<file path="config.mk">
export PLATFORM = sky130hd
export DESIGN_NAME = spi_slave_ctrl_flat
export DESIGN_NICKNAME = d
export VERILOG_FILES = /design/src/rtl/spi_pkg.sv /design/src/rtl/spi_slave_ctrl_if.sv /design/src/rtl/spi_shift_reg.sv /design/src/rtl/spi_slave_ctrl.sv /design/src/flat_wrapper.sv
export SDC_FILE = /design/constraint.sdc
export NUM_CORES = 1
export LEC_CHECK = 0
export CORE_UTILIZATION = 55
export CTS_BUF_LIST = sky130_fd_sc_hd__clkbuf_4
export CTS_CLUSTER_SIZE = 10
export DETAILED_ROUTE_END_ITERATION = 12
export PLACE_DENSITY_LB_ADDON = 0.3
export SETUP_SLACK_MARGIN = 0.5
export SLEW_MARGIN = 15
export SYNTH_ARGS = -nofsm -noshare
export SYNTH_HDL_FRONTEND = slang
export SYNTH_SLANG_ARGS = --single-unit
</file>
<file path="constraint.sdc">
create_clock -name clk -period 2.2 [get_ports clk]
set_input_delay 0.33 -clock clk [delete_from_list [all_inputs] [get_ports clk]]
set_output_delay 0.33 -clock clk [all_outputs]
set_load 0.02 [all_outputs]
</file>
<file path="src/rtl/spi_pkg.sv">
// Shared types and constants for the SPI slave front-end of the 256x8 SPI RAM.
package spi_pkg;

  localparam int DEF_FRAME_W = 10;
  localparam int DEF_DATA_W  = 8;

  localparam logic [1:0] CMD_WR_ADDR = 2'b00;
  localparam logic [1:0] CMD_WR_DATA = 2'b01;
  localparam logic [1:0] CMD_RD_ADDR = 2'b10;
  localparam logic [1:0] CMD_RD_DATA = 2'b11;

  typedef enum logic [2:0] {
    IDLE,
    CHK_CMD,
    WRITE,
    READ_ADD,
    READ_DATA
  } state_t;

  // Sub-phase inside WRITE / READ_ADD / READ_DATA.
  typedef enum logic [1:0] {
    PH_RX,
    PH_WAIT,
    PH_TX,
    PH_HOLD
  } phase_t;

endpackage

</file>
<file path="src/rtl/spi_slave_ctrl_if.sv">
// SPI pins, RAM-side word interface and FSM debug view of spi_slave_ctrl.
interface spi_slave_ctrl_if import spi_pkg::*; #(
  parameter int FRAME_W = DEF_FRAME_W,
  parameter int DATA_W  = DEF_DATA_W
) ();

  // Handshake: rx_valid is a one-cycle strobe qualifying rx_data, with no
  // back-pressure; tx_valid qualifies tx_data in the cycle it is high and is
  // only honoured after the read-data frame's rx_valid cycle.
  logic               ss_n;
  logic               mosi;
  logic               miso;
  logic [FRAME_W-1:0] rx_data;
  logic               rx_valid;
  logic [DATA_W-1:0]  tx_data;
  logic               tx_valid;
  state_t             state;
  logic               rd_addr_done;

  modport slave (
    input  ss_n, mosi, tx_data, tx_valid,
    output miso, rx_data, rx_valid, state, rd_addr_done
  );

  modport master (
    output ss_n, mosi, tx_data, tx_valid,
    input  miso, rx_data, rx_valid, state, rd_addr_done
  );

endinterface

</file>
<file path="src/rtl/spi_shift_reg.sv">
// MSB-first shift register with parallel load and shift counter (SIPO/PISO).
module spi_shift_reg #(
  parameter int W  = 8,
  parameter int CW = $clog2(W + 1)
) (
  input  logic          clk,
  input  logic          rst,
  input  logic          clr,
  input  logic          load,
  input  logic          shift,
  input  logic          sin,
  input  logic [W-1:0]  pdata,
  output logic [W-1:0]  q,
  output logic [CW-1:0] count
);

  always_ff @(posedge clk) begin
    if (rst || clr) begin
      q     <= '0;
      count <= '0;
    end else if (load) begin
      q     <= pdata;
      count <= '0;
    end else if (shift) begin
      q     <= {q[W-2:0], sin};
      count <= count + CW'(1);
    end
  end

endmodule

</file>
<file path="src/rtl/spi_slave_ctrl.sv">
// SPI slave sequencer: frames MOSI into command words for the RAM and
// returns read data on MISO, tracking read-address/read-data ordering.
module spi_slave_ctrl import spi_pkg::*; #(
  parameter int FRAME_W = DEF_FRAME_W,
  parameter int DATA_W  = DEF_DATA_W
) (
  input logic             clk,
  input logic             rst,
  spi_slave_ctrl_if.slave bus
);

  localparam int RX_CW = $clog2(FRAME_W + 1);
  localparam int TX_CW = $clog2(DATA_W + 1);
  localparam logic [RX_CW-1:0] RX_FULL = RX_CW'(FRAME_W);
  localparam logic [TX_CW-1:0] TX_FULL = TX_CW'(DATA_W);

  state_t             state;
  phase_t             phase;
  logic               rd_addr_done;
  logic               rx_valid_r;
  logic [FRAME_W-1:0] rx_data_r;
  logic [FRAME_W-1:0] rx_q;
  logic [RX_CW-1:0]   rx_cnt;
  logic [DATA_W-1:0]  tx_q;
  logic [TX_CW-1:0]   tx_cnt;
  logic [1:0]         rx_cmd;
  logic               abort;
  logic               in_frame;
  logic               sr_clr;
  logic               rx_shift;
  logic               tx_load;
  logic               tx_shift;
  logic               unused_tx_low;

  assign abort    = (state != IDLE) && bus.ss_n;
  assign in_frame = (state == WRITE) || (state == READ_ADD) || (state == READ_DATA);
  assign sr_clr   = (state == IDLE) || abort;
  assign rx_cmd   = rx_q[FRAME_W-1 -: 2];

  assign rx_shift = !bus.ss_n &&
                    ((state == CHK_CMD) || (in_frame && phase == PH_RX && rx_cnt != RX_FULL));
  // The rx_valid cycle itself is excluded so a lingering tx_valid is not taken.
  assign tx_load  = !bus.ss_n && state == READ_DATA && phase == PH_WAIT &&
                    bus.tx_valid && !rx_valid_r;
  assign tx_shift = !bus.ss_n && state == READ_DATA && phase == PH_TX && tx_cnt != TX_FULL;

  spi_shift_reg #(.W(FRAME_W), .CW(RX_CW)) u_rx_sr (
    .clk   (clk),
    .rst   (rst),
    .clr   (sr_clr),
    .load  (1'b0),
    .shift (rx_shift),
    .sin   (bus.mosi),
    .pdata ('0),
    .q     (rx_q),
    .count (rx_cnt)
  );

  // miso is the tx register MSB; zero-fill empties it after the last bit.
  spi_shift_reg #(.W(DATA_W), .CW(TX_CW)) u_tx_sr (
    .clk   (clk),
    .rst   (rst),
    .clr   (sr_clr),
    .load  (tx_load),
    .shift (tx_shift),
    .sin   (1'b0),
    .pdata (bus.tx_data),
    .q     (tx_q),
    .count (tx_cnt)
  );

  assign unused_tx_low = ^tx_q[DATA_W-2:0];

  always_ff @(posedge clk) begin
    if (rst) begin
      state        <= IDLE;
      phase        <= PH_RX;
      rx_data_r    <= '0;
      rx_valid_r   <= 1'b0;
      rd_addr_done <= 1'b0;
    end else begin
      rx_valid_r <= 1'b0;
      if (abort) begin
        state <= IDLE;
        phase <= PH_RX;
      end else begin
        case (state)
          IDLE: begin
            phase <= PH_RX;
            if (!bus.ss_n) state <= CHK_CMD;
          end
          CHK_CMD: begin
            if (!bus.mosi)        state <= WRITE;
            else if (rd_addr_done) state <= READ_DATA;
            else                   state <= READ_ADD;
          end
          default: begin
            case (phase)
              PH_RX: begin
                if (rx_cnt == RX_FULL) begin
                  rx_data_r  <= rx_q;
                  rx_valid_r <= 1'b1;
                  case (rx_cmd)
                    CMD_RD_ADDR: rd_addr_done <= 1'b1;
                    CMD_RD_DATA: rd_addr_done <= 1'b0;
                    default: ;
                  endcase
                  phase <= (state == READ_DATA) ? PH_WAIT : PH_HOLD;
                end
              end
              PH_WAIT: if (tx_load) phase <= PH_TX;
              PH_TX:   if (tx_cnt == TX_FULL) phase <= PH_HOLD;
              PH_HOLD: phase <= PH_HOLD;
            endcase
          end
        endcase
      end
    end
  end

  assign bus.miso         = tx_q[DATA_W-1];
  assign bus.rx_data      = rx_data_r;
  assign bus.rx_valid     = rx_valid_r;
  assign bus.state        = state;
  assign bus.rd_addr_done = rd_addr_done;

endmodule
</file>
<file path="src/flat_wrapper.sv">
// flat-port wrapper written by rule: the top's interface ports become plain ports
module spi_slave_ctrl_flat import spi_pkg::*;
#(
  parameter int FRAME_W = DEF_FRAME_W,
  parameter int DATA_W  = DEF_DATA_W
)
  (clk, rst, bus_ss_n, bus_mosi, bus_tx_data, bus_tx_valid, bus_miso, bus_rx_data, bus_rx_valid, bus_state, bus_rd_addr_done);
  spi_slave_ctrl_if #(.FRAME_W(FRAME_W), .DATA_W(DATA_W)) bus_i ();
  input logic clk;
  input logic rst;
  input wire logic [$bits(bus_i.ss_n)-1:0] bus_ss_n;
  input wire logic [$bits(bus_i.mosi)-1:0] bus_mosi;
  input wire logic [$bits(bus_i.tx_data)-1:0] bus_tx_data;
  input wire logic [$bits(bus_i.tx_valid)-1:0] bus_tx_valid;
  output wire logic [$bits(bus_i.miso)-1:0] bus_miso;
  output wire logic [$bits(bus_i.rx_data)-1:0] bus_rx_data;
  output wire logic [$bits(bus_i.rx_valid)-1:0] bus_rx_valid;
  output wire logic [$bits(bus_i.state)-1:0] bus_state;
  output wire logic [$bits(bus_i.rd_addr_done)-1:0] bus_rd_addr_done;
  assign bus_i.ss_n = bus_ss_n;
  assign bus_i.mosi = bus_mosi;
  assign bus_i.tx_data = bus_tx_data;
  assign bus_i.tx_valid = bus_tx_valid;
  assign bus_miso = bus_i.miso;
  assign bus_rx_data = bus_i.rx_data;
  assign bus_rx_valid = bus_i.rx_valid;
  assign bus_state = bus_i.state;
  assign bus_rd_addr_done = bus_i.rd_addr_done;
  spi_slave_ctrl #(.FRAME_W(FRAME_W), .DATA_W(DATA_W)) u_core (.clk(clk), .rst(rst), .bus(bus_i));
endmodule
</file>
# --- After elaboration in Yosys (flattened, before gate mapping) ---
# Index checks and enable logic that the tools add are counted.
classes:
  addsub: 2
  n_bitwise: 4
  eq_ne: 17
  mux: 14
  reduce_logical: 31
ops:
  columns: ["cell", "n"]
  rows:
  - ["two-way mux 8 bit", 2]
  - ["logical AND 1 bit", 10]
  - ["two-way mux 3 bit", 3]
  - ["adder 4 x 1 -> 4 bit (second input constant)", 2]
  - ["equality test 2 bit (second input constant)", 4]
  - ["equality test 4 bit (second input constant)", 2]
  - ["two-way mux 2 bit", 4]
  - ["inequality test 4 bit (second input constant)", 2]
  - ["case mux 2 bit (4 select lines)", 1]
  - ["AND reduction 4 bit", 2]
  - ["equality test 3 x 2 -> 1 bit (second input constant)", 2]
  - ["inequality test 3 x 2 -> 1 bit (second input constant)", 2]
  - ["case mux 3 bit (2 select lines)", 1]
  - ["nonzero test 2 bit", 3]
  - ["OR reduction 2 bit", 3]
  - ["logical OR 1 bit", 5]
  - ["AND reduction 5 bit", 1]
  - ["OR reduction 5 bit", 1]
  - ["inverter 1 bit", 4]
  - ["case mux 2 bit (2 select lines)", 1]
  - ["equality test 3 x 1 -> 1 bit (second input constant)", 1]
  - ["equality test 3 bit (second input constant)", 1]
  - ["zero test 3 bit", 1]
  - ["inequality test 3 x 1 -> 1 bit (second input constant)", 1]
  - ["8 further kinds", 9]
totals:
  out_inout_bits: 16
  ff_bits: 43
  word_cells: 77
  in_bits: 13

# --- Logic depth before layout (Yosys ltp) ---
depth:
  ltp_word: 8
  mapped_depth: 7

# --- By module ---
# A second synthesis with hierarchy kept.
hier_totals:
  hier_cells: 210
  hier_area_um2: 2172.1
by_module_without_submodules:
  columns: ["module", "area_each_um2", "n_inst", "cells_each", "seq_area_each_um2"]
  rows:
  - ["spi_slave_ctrl", 835.8, 1, 95, 340.3]
  - ["spi_shift_reg at u_core.u_rx_sr", 723.2, 1, 62, 280.3]
  - ["spi_shift_reg at u_core.u_tx_sr", 613.1, 1, 53, 240.2]

# --- Least setup slack after synthesis ---
# Ideal clock, no wire load.
synth_path:
  kind: "register -> register"
  from: "register u_core.state[2], in the netlist u_core.bus.state[2]"
  to: "register u_core.u_tx_sr.count[3]"
  stages_incl_launch_ff: 6
  path_buffers: 1
  t_required_ns: 2.084
  setup_slack_ns: 0.291
  t_arrival_ns: 1.793
  path_cell_list: "dfxtp_1 > buf_2 > or4b_1 > or4_1 > xor2_1 > nor2_2"
synth_via:
  elab_chain_len: 6
  word_cells_on_any_way: 13
synth_rtl:
  columns: ["element", "line", "source"]
  rows:
  - ["start: declaration", "spi_slave_ctrl.sv:17", "state_t state;"]
  - ["start signal: assignment", "spi_slave_ctrl.sv:76", "state <= IDLE;"]
  - ["start signal: assignment", "spi_slave_ctrl.sv:84", "state <= IDLE;"]
  - ["start signal: assignment", "spi_slave_ctrl.sv:90", "if (!bus.ss_n) state <= CHK_CMD;"]
  - ["equality test 3 bit", "spi_slave_ctrl.sv:43, spi_slave_ctrl.sv:45", null]
  - ["logical AND 1 bit", "spi_slave_ctrl.sv:43, spi_slave_ctrl.sv:45", null]
  - ["logical AND 1 bit (2 in series)", "spi_slave_ctrl.sv:43", "assign tx_load = !bus.ss_n && state == READ_DATA && phase == PH_WAIT &&"]
  - ["logical AND 1 bit", "spi_slave_ctrl.sv:44", "bus.tx_valid && !rx_valid_r;"]
  - ["OR reduction 2 bit (no line)", null, null]
  - ["end signal: assignment", "spi_shift_reg.sv:26", "count <= count + CW'(1);"]
  - ["end: declaration", "spi_shift_reg.sv:14", "output logic [CW-1:0] count"]
# Several ways; a longest one is shown, not always the timed one.
# A chain may end at the register's enable or synchronous reset.

# --- Worst setup path after layout ---
layout_path:
  from: "register u_core.u_rx_sr.count[0]"
  to: "register u_core.u_rx_sr.q[0]"
layout_via:
  elab_chain_len: 4
layout_rtl:
  columns: ["element", "line", "source"]
  rows:
  - ["start: declaration", "spi_shift_reg.sv:14", null]
  - ["start signal: assignment", "spi_shift_reg.sv:26", null]
  - ["inequality test 4 bit", "spi_slave_ctrl.sv:41", "((state == CHK_CMD) || (in_frame && phase == PH_RX && rx_cnt != RX_FULL));"]
  - ["logical AND 1 bit", "spi_slave_ctrl.sv:41", null]
  - ["logical OR 1 bit", "spi_slave_ctrl.sv:41", null]
  - ["logical AND 1 bit", "spi_slave_ctrl.sv:40", "assign rx_shift = !bus.ss_n &&"]
  - ["end signal: assignment", "spi_shift_reg.sv:22", "q <= pdata;"]
  - ["end signal: assignment", "spi_shift_reg.sv:25", "q <= {q[W-2:0], sin};"]
  - ["end: declaration", "spi_shift_reg.sv:13", "output logic [W-1:0] q,"]
# Every way passes these cells.

==> results.rst <==
.. list-table::
   :header-rows: 1

   * - Metric
     - Value
   * - Pin count of the biggest net entering global routing
     - 13
   * - Total routing resource utilization after global routing
     - between 20% and 30%
   * - Launch point of the worst hold path
     - u_core.u_tx_sr.q[7]
   * - Number of warning messages in the yosys log
     - 0
   * - Hpwl dp
     - 2910 um
   * - Critical path type
     - flop to flop
   * - Residual DRC
     - 0
   * - Maximum fanout along the worst path
     - 5
   * - Total number of H-tree levels
     - 2
   * - PwrDens
     - around 500 mW/mm^2
   * - Total CTS buffers
     - 5
   * - Number of placed instances with taps included
     - 287
   * - Worst-case vdd ir drop
     - 0.450 mV
   * - Startpoint of the lowest-slack register-to-register path
     - u_core.u_rx_sr.count[0]
   * - Met3 capacity usage during global routing
     - 6.30%
   * - Number of rows created at floorplan
     - 21
   * - Die Span X
     - 61.2 um
   * - Shortest period the worst path allows
     - 1750 ps
   * - Number of clock sinks seen by CTS
     - 43
   * - WL/cell
     - 14.7 um
   * - Slew Viols, Final
     - 0
   * - Die area
     - 0.00375 mm^2
   * - Total Negative Setup Slacks
     - 0 ps
   * - Status
     - finished, final reports clean
   * - Worst min path class
     - flop to flop
   * - Max Freq
     - 0.573 GHz
   * - Length of the first detailed-routing pass in iterations
     - 4
   * - Layout Cell Area excl Fill
     - roughly 0.0026 mm^2
   * - Mapped Cells
     - 212
   * - Endpoints failing setup
     - 0
   * - Hold Fails Final Rpt
     - 0
   * - Utilization after layout
     - 76.5%
   * - Global routing met2 resource utilization
     - 37.3%
   * - Count of boundary I/O pins
     - 29
   * - Kind of start point of the critical path
     - flop
   * - Max Buffers Root-to-Sink
     - 2
   * - Hold-fix buffers, CTS
     - 0
   * - Vias in the first global route
     - 1529
   * - List of cells traversed by the critical path
     - inv_2 > ha_2 > nand3b_1 > o211ai_1 > buf_4 > clkbuf_16 > nand3_4 > a21oi_2
   * - Worst hold-check slack
     - about 480 ps
   * - Count of port buffers added during placement
     - 28
   * - Clock latency on the worst-skew pair
     - 350 ps
   * - Placed Area
     - 0.00231 mm^2
   * - Total number of vias
     - roughly 1800
   * - Clock transition at the registers of the reported paths
     - 130 ps
   * - Violation count after the first detailed-route iteration
     - approximately 190
   * - Library cells used by synthesis
     - 42
   * - Static leakage power
     - roughly 0.94 nW
   * - Netlist area before placement
     - 0.00193 mm^2
   * - Initial cell density of the core
     - 57.9%
   * - Routed wire length
     - ~4500 um
   * - Die Y
     - 61.2 um
   * - Synthesized netlist net count
     - 229
   * - Worst endpoint required time
     - around 2500 ps
   * - Root buf cell
     - clkbuf_4
   * - Launching element of the worst setup path
     - u_core.u_rx_sr.count[0]
   * - Slew margin rel.
     - 67.4%
   * - Register bit total from synthesis
     - 43
   * - Highest-delay cell along the critical path
     - dfxtp_4
   * - Pin slew with the least headroom to its limit
     - 487 ps
   * - Delay of the slowest cell on the worst path
     - between 300 and 400 ps
   * - Commonest cells after routing, fill and taps aside
     - dfxtp_1 (37), clkdlybuf4s50_1 (22), nor2_1 (19)
   * - Data arrival time of the critical path
     - 2040 ps
   * - Via density per instance
     - 5.82
   * - Critical path capture point type
     - flop
   * - Fraction of the yosys area taken by sequential cells
     - 44.6%
   * - Most common cell after layout, fill and taps aside
     - dfxtp_1
   * - ANT nets after route
     - 0
   * - Routability-driven placement congestion ratio
     - 0.828
   * - Layout-stage area growth over the synthesis result
     - 32.1%
   * - NumNets Final
     - around 270
   * - Number of diodes
     - 0
   * - Number of antenna violations at the first check in global routing
     - 0
   * - Overall Power
     - 1.25 mW
   * - Total gr overflow
     - 0
   * - Unrepaired setup endpoints after global routing
     - true
   * - Layer with the highest usage after global routing
     - met2
   * - Average size of a mapped cell
     - 9.11 um^2
   * - CTS tree
     - yes
   * - Setup slack of the critical path after layout
     - 454 ps
   * - Wire length of the first global-routing pass
     - 6890 um
   * - Number of standard cells in the final layout excluding fillers
     - 304
   * - Core region area
     - 0.00334 mm^2
   * - MaxCap Viol Count
     - 0
   * - Layout cell share with drive strength beyond 1
     - about 20%
   * - Share of the clock period used by the worst path
     - between 70% and 80%
   * - Final Skew
     - 18.5 ps
   * - GRT met1 Usage
     - 35.5%
   * - Worst slack at placement
     - 147 ps
[where the power goes]
part / switching, mW / leakage, nW / internal, mW
Clock: 0.240 / 0.0307 / 0.131
Combinational: 0.0517 / 0.559 / 0.0489
Sequential: 0.00488 / 0.351 / 0.777
Total: 0.296 / 0.941 / 0.957
[metal layers]
layer,part of all wire [%],routed length [um]
met4,1.1,49
met2,45,2020
met5,0,0
met3,4.3,191
met1,50,2220
[worst max-delay path, delay by kind of cell, from the launching register on]
kind                     cells  cell delay [ps]
AO/OA/AOI/OAI                2              460
AND/OR/NAND/NOR              2              290
flip-flops                   1              370
buffers and inverters        3              430
adder cells (fa/ha/maj)      1              150
[layout make-up]
type / instances / area (um^2)
well taps: 46 / 57.6
clock buffers: 6 / 45.0
inverters: 4 / 15.0
fillers: 239 / 786
flip-flops and latches: 43 / 878
repair buffers: 48 / 459
clock inverters: 2 / 7.51
multi-input cells: 155 / 1090
[what timing repair did]
| action | CTS | global route |
|---|---|---|
| setup endpoints to repair | 8 | 31 |
| cloned | 0 | 2 |
| pin swaps | 3 | 5 |
| gates resized for setup | 8 | 27 |
| setup buffers | 3 | 4 |
[Yosys cell counts]
master	instances	share of area (%)
xnor2_1	1	0.45
a311oi_1	1	0.45
nand3b_1	3	1.2
nand3_1	14	3.6
o21a_1	4	1.6
nor2_1	20	3.9
a21oi_1	21	5.4
or3_1	1	0.32
nor3b_1	2	0.78
clkbuf_1	5	0.97
buf_2	4	1.0
xor2_1	2	0.91
or4b_1	1	0.52
o211a_1	1	0.52
mux2i_1	17	8.8
dfxtp_1	43	45
ha_1	4	2.6
buf_6	1	0.58
a31oi_1	2	0.65
o21ai_0	17	4.4
or4_1	1	0.39
nor4bb_1	2	1.0
a21o_1	1	0.39
nor3_1	1	0.26
nand2_1	12	2.3
a221oi_1	1	0.45
o32ai_1	4	1.8
nand4bb_1	1	0.58
nor2_2	1	0.32
a21boi_0	1	0.39
nand2b_1	5	1.6
nand4b_1	1	0.45
a211oi_1	2	0.78
and2_1	1	0.32
and3b_1	1	0.45
inv_1	4	0.78
nand4_1	2	0.65
nor2b_1	2	0.65
nand3_2	1	0.52
nor4b_2	2	1.6
a2111o_1	1	0.58
o211ai_1	1	0.39
[worst paths after layout]
kind | slack (ps) | end | depth (start not counted)
max reg2reg | 450 | u_core.u_rx_sr.q[0] | 8
min | 480 | u_core.u_tx_sr.q[7] | 1
min reg2reg | 480 | u_core.u_tx_sr.q[7] | 1
max | 450 | u_core.u_rx_sr.q[0] | 8
[registers in the layout, summed over array words and instances (netlist names)]
signal                   count
u_core.bus.rx_data          10
u_core.u_rx_sr.q            10
u_core.u_tx_sr.q             8
u_core.u_rx_sr.count         4
u_core.u_tx_sr.count         4
u_core.bus.state             3
u_core.phase                 2
u_core.bus.rd_addr_done      1
u_core.bus.rx_valid          1
[logic make-up (layout without fill, tap and decap cells)]
kind of cell	after synthesis	count (layout)	synth area share (%)
mux	17	17	8.81
flops	43	43	44.6
compound gates	57	57	17.8
xor+xnor	3	3	1.36
simple gates	74	74	21.5
buf+inv	14	60	3.37
fa+ha+maj	4	4	2.59
No activity file was read; power rests on OpenSTA's default activity.
==> variant 1, RTL diff (config.mk and constraints unchanged) <==
Make the reset (`rst`) asynchronous in one clocked block.
--- a/src/rtl/spi_slave_ctrl.sv
+++ b/src/rtl/spi_slave_ctrl.sv
@@ -72,5 +72,5 @@
   assign unused_tx_low = ^tx_q[DATA_W-2:0];
 
-  always_ff @(posedge clk) begin
+  always_ff @(posedge clk or posedge rst) begin
     if (rst) begin
       state        <= IDLE;
Function: differs if rst is asserted again (counterexample within 4 cycles, from zero or initial values and one cycle with rst high); with rst held inactive, the same outputs for 10 cycles.
==> variant 1 against the original RTL <==
  * Count of clock-buffer cells in the layout fell by 1
  * Sequential cell count did not move
  * Via count rose by 0.79%
  * Die area rose by 1.8%
  * Worst setup slack improved by 0.0063 ns
  * Synthesized cell count rose by 3.8%
  * Wire length rose by 1.5%
  * Area after synthesis rose by 1.8%
  * Cell area rose by 3.2%
  * Critical path depth fell by 4
  * Critical path type unchanged
  * Critical endpoint is now u_core.u_tx_sr.count[3]$_SDFFE_PP0P_
  * Largest cell class unchanged
  * Highest routed layer unchanged
Power is not compared: it rests on default switching activity, and its combinational part moved more than twofold at a synthesized area within 25%.
==> variant 1: results (changes against the original RTL) <==
stage,metric,value,unit,change
synth,synthArstFlopShare,39.53,%,+40 points
grt,grt_start_max_net_pins,18,,+5
setup_path,reg2reg_depth,4,,-4
detailed_routing,wl,4.550,mm,+1.5%
synth,avgSynthCellArea,8.935,um^2,-1.9%
hold_path,hold_class,in -> async,,
power_and_ir_drop,powerDensity,561.8,nW/um^2,
grt,grt_pass1_wl,6.865,mm,-0.41%
setup_path,cp_slowest_cell,or4b_4,,
power_and_ir_drop,p_sw,449.1,uW,
sta,maxSlewHeadroom,58.50,%,-8.9 points
place,place_congestion,0.7895,,-4.7%
setup_path,slowest_delay,0.55,ns,+0.18 ns
synth,synth-seq-area-share,48.12,%,+3.5 points
detailed_routing,met1_length,2.167,mm,-2.4%
synth,synth_mux_area_share,3.055,%,-5.8 points
finish,fillCellCount,214,,-10%
sta,finClkSkew,0.003871,ns,-0.01462 ns
setup_path,critPathMaxFanout,6,,+1
place,io_buffers,28,,unchanged
place,place_inst,292,,+1.7%
synth,synth_fp_nets,237,,+3.5%
detailed_routing,initialDrtViolationCount,107,,-45%
grt,track_usage,24.73,%,-0.12 points
place,placed_cell_area,2330,um^2,+0.65%
detailed_routing,met2_wirelength,2.143,mm,+6.0%
setup_path,rrSetupSlack,0.46,ns,
setup_path,critical_path.top_delay_family,simple AND/OR/NAND/NOR gates,,
synth,ys_warn_count,0,,unchanged
power_and_ir_drop,vdd.ir_drop.worst,0.3838,mV,
clock_tree,clock_latency,0.38,ns,+0.03 ns
finish,final_cells,313,,+3.0%
clock_tree,cts_inserted_buffers,5,,unchanged
place,place_hpwl,2.942,mm,+1.2%
finish,drive_gt1_share,23.22,%,+3.5 points
sta,hold_slack,0.3911,ns,-0.08730 ns
power_and_ir_drop,p_leak,0.001303,uW,
finish,fin_nets,283,,+3.3%
clock_tree,root_buffer,clkbuf_4,,
synth,synth_xor_area_share,1.337,%,-0.024 points
setup_path,reg2reg_to,u_core.u_tx_sr.count[3]$_SDFFE_PP0P_,,
clock_tree,cts_max_path_buffers,2,,unchanged
grt,grt_pass1_vias,1518,,-0.72%
setup_path,cp-startpoint,u_core.bus.state[1]$_DFFE_PP0P_,,
detailed_routing,via_per_inst,5.693,,-2.1%
synth,synth_cell_type_count,47,,+12%
synth,yosys-top-cells-area,"dfxtp_1 (26%), dfrtp_1 (22%), nand2_1 (7.3%), a21oi_1 (5.1%), nand3_1 (3.6%)",,
detailed_routing,wl_met3,197,um,+3.1%
synth,synth-adder-area-share,2.546,%,-0.046 points
synth,synth_compound_area_share,18.20,%,+0.38 points
synth,synthTopCellsByCount,"nand2_1 (38), dfxtp_1 (26), a21oi_1 (20)",,
run_status,status,finished clean,,
detailed_routing,first_pass_iters,4,,unchanged
clock_tree,clk_pin_slew,0.14,ns,
## variant 1: routing by layer
metal | GRT usage (%) | vias to the layer above
met5 | 0 | -
met4 | 8.571 | 0
met3 | 6.832 | 3
met2 | 35.79 | 45
met1 | 35.56 | 860
li1 | - | 874
## variant 1: layout make-up
type	count	area share, %
timing repair buffer	52	19.86
clock buffer	5	1.425
clock inverter	3	0.9026
inverter	8	1.235
sequential	43	36.29
multi-input combinational	156	38.10
tap	46	2.185
## variant 1: power groups by stage
stage                     clock (uW)  combinational, uW  sequential (uW)
after CTS                        413                220              809
after global placement             0                196              830
after floorplan                    0                126              825
after detailed placement           0                199              831
final                            416                254              810
after global routing             458                273              812
## variant 1: per-stage QoR
stage	total power, uW	setup WS, ns
after global placement	1026	0.1621
after global routing	1542	0.3916
after detailed placement	1030	0.1382
final	1480	0.4608
after CTS	1442	0.3804
after floorplan	951.4	0.3751
## variant 1: repair_timing
action                                  in CTS  in global routing
cloned                                       0                  1
gates resized for setup                      9                 37
setup buffers                                6                  6
pin swaps                                    0                  3
hold buffers                                 0                  0
endpoints found under the setup margin      21                 53
## variant 1: cells by family after synthesis
kind of cell / count (synthesis)
xor gates and xnor gates: 3
muxes: 6
AOI/OAI and AO/OA: 57
buffers and inverters: 21
and+or+nand+nor: 86
adders and majority gates: 4
DFF: 43
==> variant 2, RTL diff (same settings) <==
Without the edit above. The package constant `DEF_DATA_W` goes from 8 to 4.
--- a/src/rtl/spi_pkg.sv
+++ b/src/rtl/spi_pkg.sv
@@ -3,5 +3,5 @@
 
   localparam int DEF_FRAME_W = 10;
-  localparam int DEF_DATA_W  = 8;
+  localparam int DEF_DATA_W  = 4;
 
   localparam logic [1:0] CMD_WR_ADDR = 2'b00;
Ports: changed (resized bus_tx_data); port bits go from 29 to 25. No check against the original RTL was run, so the function may have changed too.
==> variant 2 against the original RTL <==
  * Clock skew down 0.0063 ns
  * Wire length down 20%
  * Sequential cell count down 5
  * Area after synthesis down 15%
  * Worst hold slack better by 0.0079 ns
  * Cell area down 17%
  * Total power up 1.2%
  * Worst setup slack better by 0.012 ns
  * Critical path type is now in -> reg
==> variant 2: results (changes against the original RTL) <==
stage,metric,value,unit,change
synth,yosys-top-cells-area,"dfxtp_1 (46%), mux2i_1 (13%), nand2_1 (5.3%), nor2_1 (4.8%), a21oi_1 (3.4%)",,
sta,setup_tns,0,ns,unchanged
detailed_routing,initialDrtViolationCount,61,,-69%
hold_path,holdPathEnd,u_core.u_tx_sr.count[1]$_SDFFE_PP0P_,,
synth,synth-seq-area-share,46.34,%,+1.8 points
sta,hold_slack,0.4862,ns,+0.007878 ns
clock_tree,h-tree-depth,2,,unchanged
setup_path,cp-startpoint,bus_ss_n,,
setup_path,critPathMaxFanout,8,,+3
sta,tightest_slew,0.4587,ns,-0.02803 ns
setup_path,reg2reg_depth,7,,-1
synth,synth_fp_nets,195,,-15%
synth,synth_flop_cell,dfxtp_1,,
synth,synthTopCellsByCount,"dfxtp_1 (38), nand2_1 (23), mux2i_1 (22)",,
setup_path,cp.arrival,1.97,ns,-0.07 ns
sta,finClkSkew,0.01223,ns,-0.006259 ns
detailed_routing,first_pass_iters,4,,unchanged
setup_path,critical_path.top_delay_family,buffers and inverters,,
detailed_routing,wl,3.607,mm,-20%
setup_path,endpoint,u_core.bus.rx_data[2]$_SDFFE_PP0P_,,
finish,drive_gt1_share,14.29,%,-5.5 points
finish,n_antenna_cell,0,,unchanged
place,place_hpwl,2.337,mm,-20%
hold_path,min_from,u_core.u_tx_sr.count[1]$_SDFFE_PP0P_,,
grt,grt_pass1_vias,1371,,-10%
grt,grt_start_max_net_pins,20,,+7
grt,antenna_found_initial,0,,unchanged
place,place_inst,231,,-20%
grt,grt_pass1_wl,5.878,mm,-15%
synth,syn_inst,182,,-14%
power_and_ir_drop,vdd.ir_drop.worst,0.5601,mV,+24%
power_and_ir_drop,p_leak,0.0008749,uW,-7.0%
hold_path,worstHoldPathCells,2,,+1
setup_path,cp_slowest_cell,or4b_4,,
place,place_congestion,0.8349,,+0.78%
synth,synthArstFlopShare,0,%,unchanged
place,io_buffers,24,,-14%
grt,track_usage,23.87,%,-0.98 points
detailed_routing,via_per_inst,5.714,,-1.8%
synth,synth_cell_type_count,37,,-12%
detailed_routing,wl_per_cell,14.54,um,-1.4%
clock_tree,cts_max_path_buffers,2,,unchanged
setup_path,slowest_delay,0.67,ns,+0.30 ns
run_status,status,finished clean,,
clock_tree,clock_latency,0.35,ns,about the same
finish,fillCellCount,196,,-18%
die,dieArea,3207,um^2,-15%
[variant 2: logic make-up (layout without fill, tap and decap cells)]
logic type               after synthesis  in the layout  share of synthesized area [%]
multiplexers                          22             22                          13.41
AO/OA/AOI/OAI                         27             27                          10.59
XOR/XNOR                               2              2                          1.067
flip-flops                            38             38                          46.34
buffers and inverters                 16             51                          3.735
adder cells (fa/ha/maj)                4              4                          3.049
AND/OR/NAND/NOR                       73             73                          21.80
[variant 2: report_power, final]
group	internal, uW	switching [uW]	total [uW]
combinational	46.3	58.0	104
clock	230	232	462
sequential	693	9.55	702
[variant 2: final cells by class]
| type | count | area [um^2] | share of cell area [%] |
|---|---|---|---|
| inverter | 7 | 26.28 | 1.243 |
| multi-input combinational | 128 | 849.6 | 40.18 |
| timing repair buffer | 37 | 362.8 | 17.16 |
| clock buffer | 5 | 37.54 | 1.775 |
| tap | 31 | 38.79 | 1.834 |
| clock inverter | 2 | 33.78 | 1.598 |
| sequential | 38 | 765.7 | 36.21 |
[variant 2: stage by stage]
step	utilization (%)	area [um^2]	setup WS, ns
floorplan	-	1652	0.5009
global placement	68.69	1911	0.08831
detailed placement	68.69	1911	0.01973
CTS	72.38	2013	0.4864
global route	76.02	2115	0.3704
finish	76.02	2115	0.4663
[variant 2: layer usage]
layer / routed length (um) / share of wire (%) / GRT usage (%) / vias to the layer above
met5: 0 / 0 / 0 / -
met3: 146 / 4.0 / 7.834 / 11
met4: 68 / 1.9 / 9.756 / 0
li1: - / - / - / 700
met2: 1803 / 50 / 40.50 / 32
met1: 1589 / 44 / 27.46 / 674
[variant 2: timing repair]
item                       4_1_cts  5_1_grt
cloned                           0        1
setup endpoints to repair       35       32
gates resized for setup          9        8
buffers inserted                 2        7
hold buffers                     0        0
pin swaps                        1        5
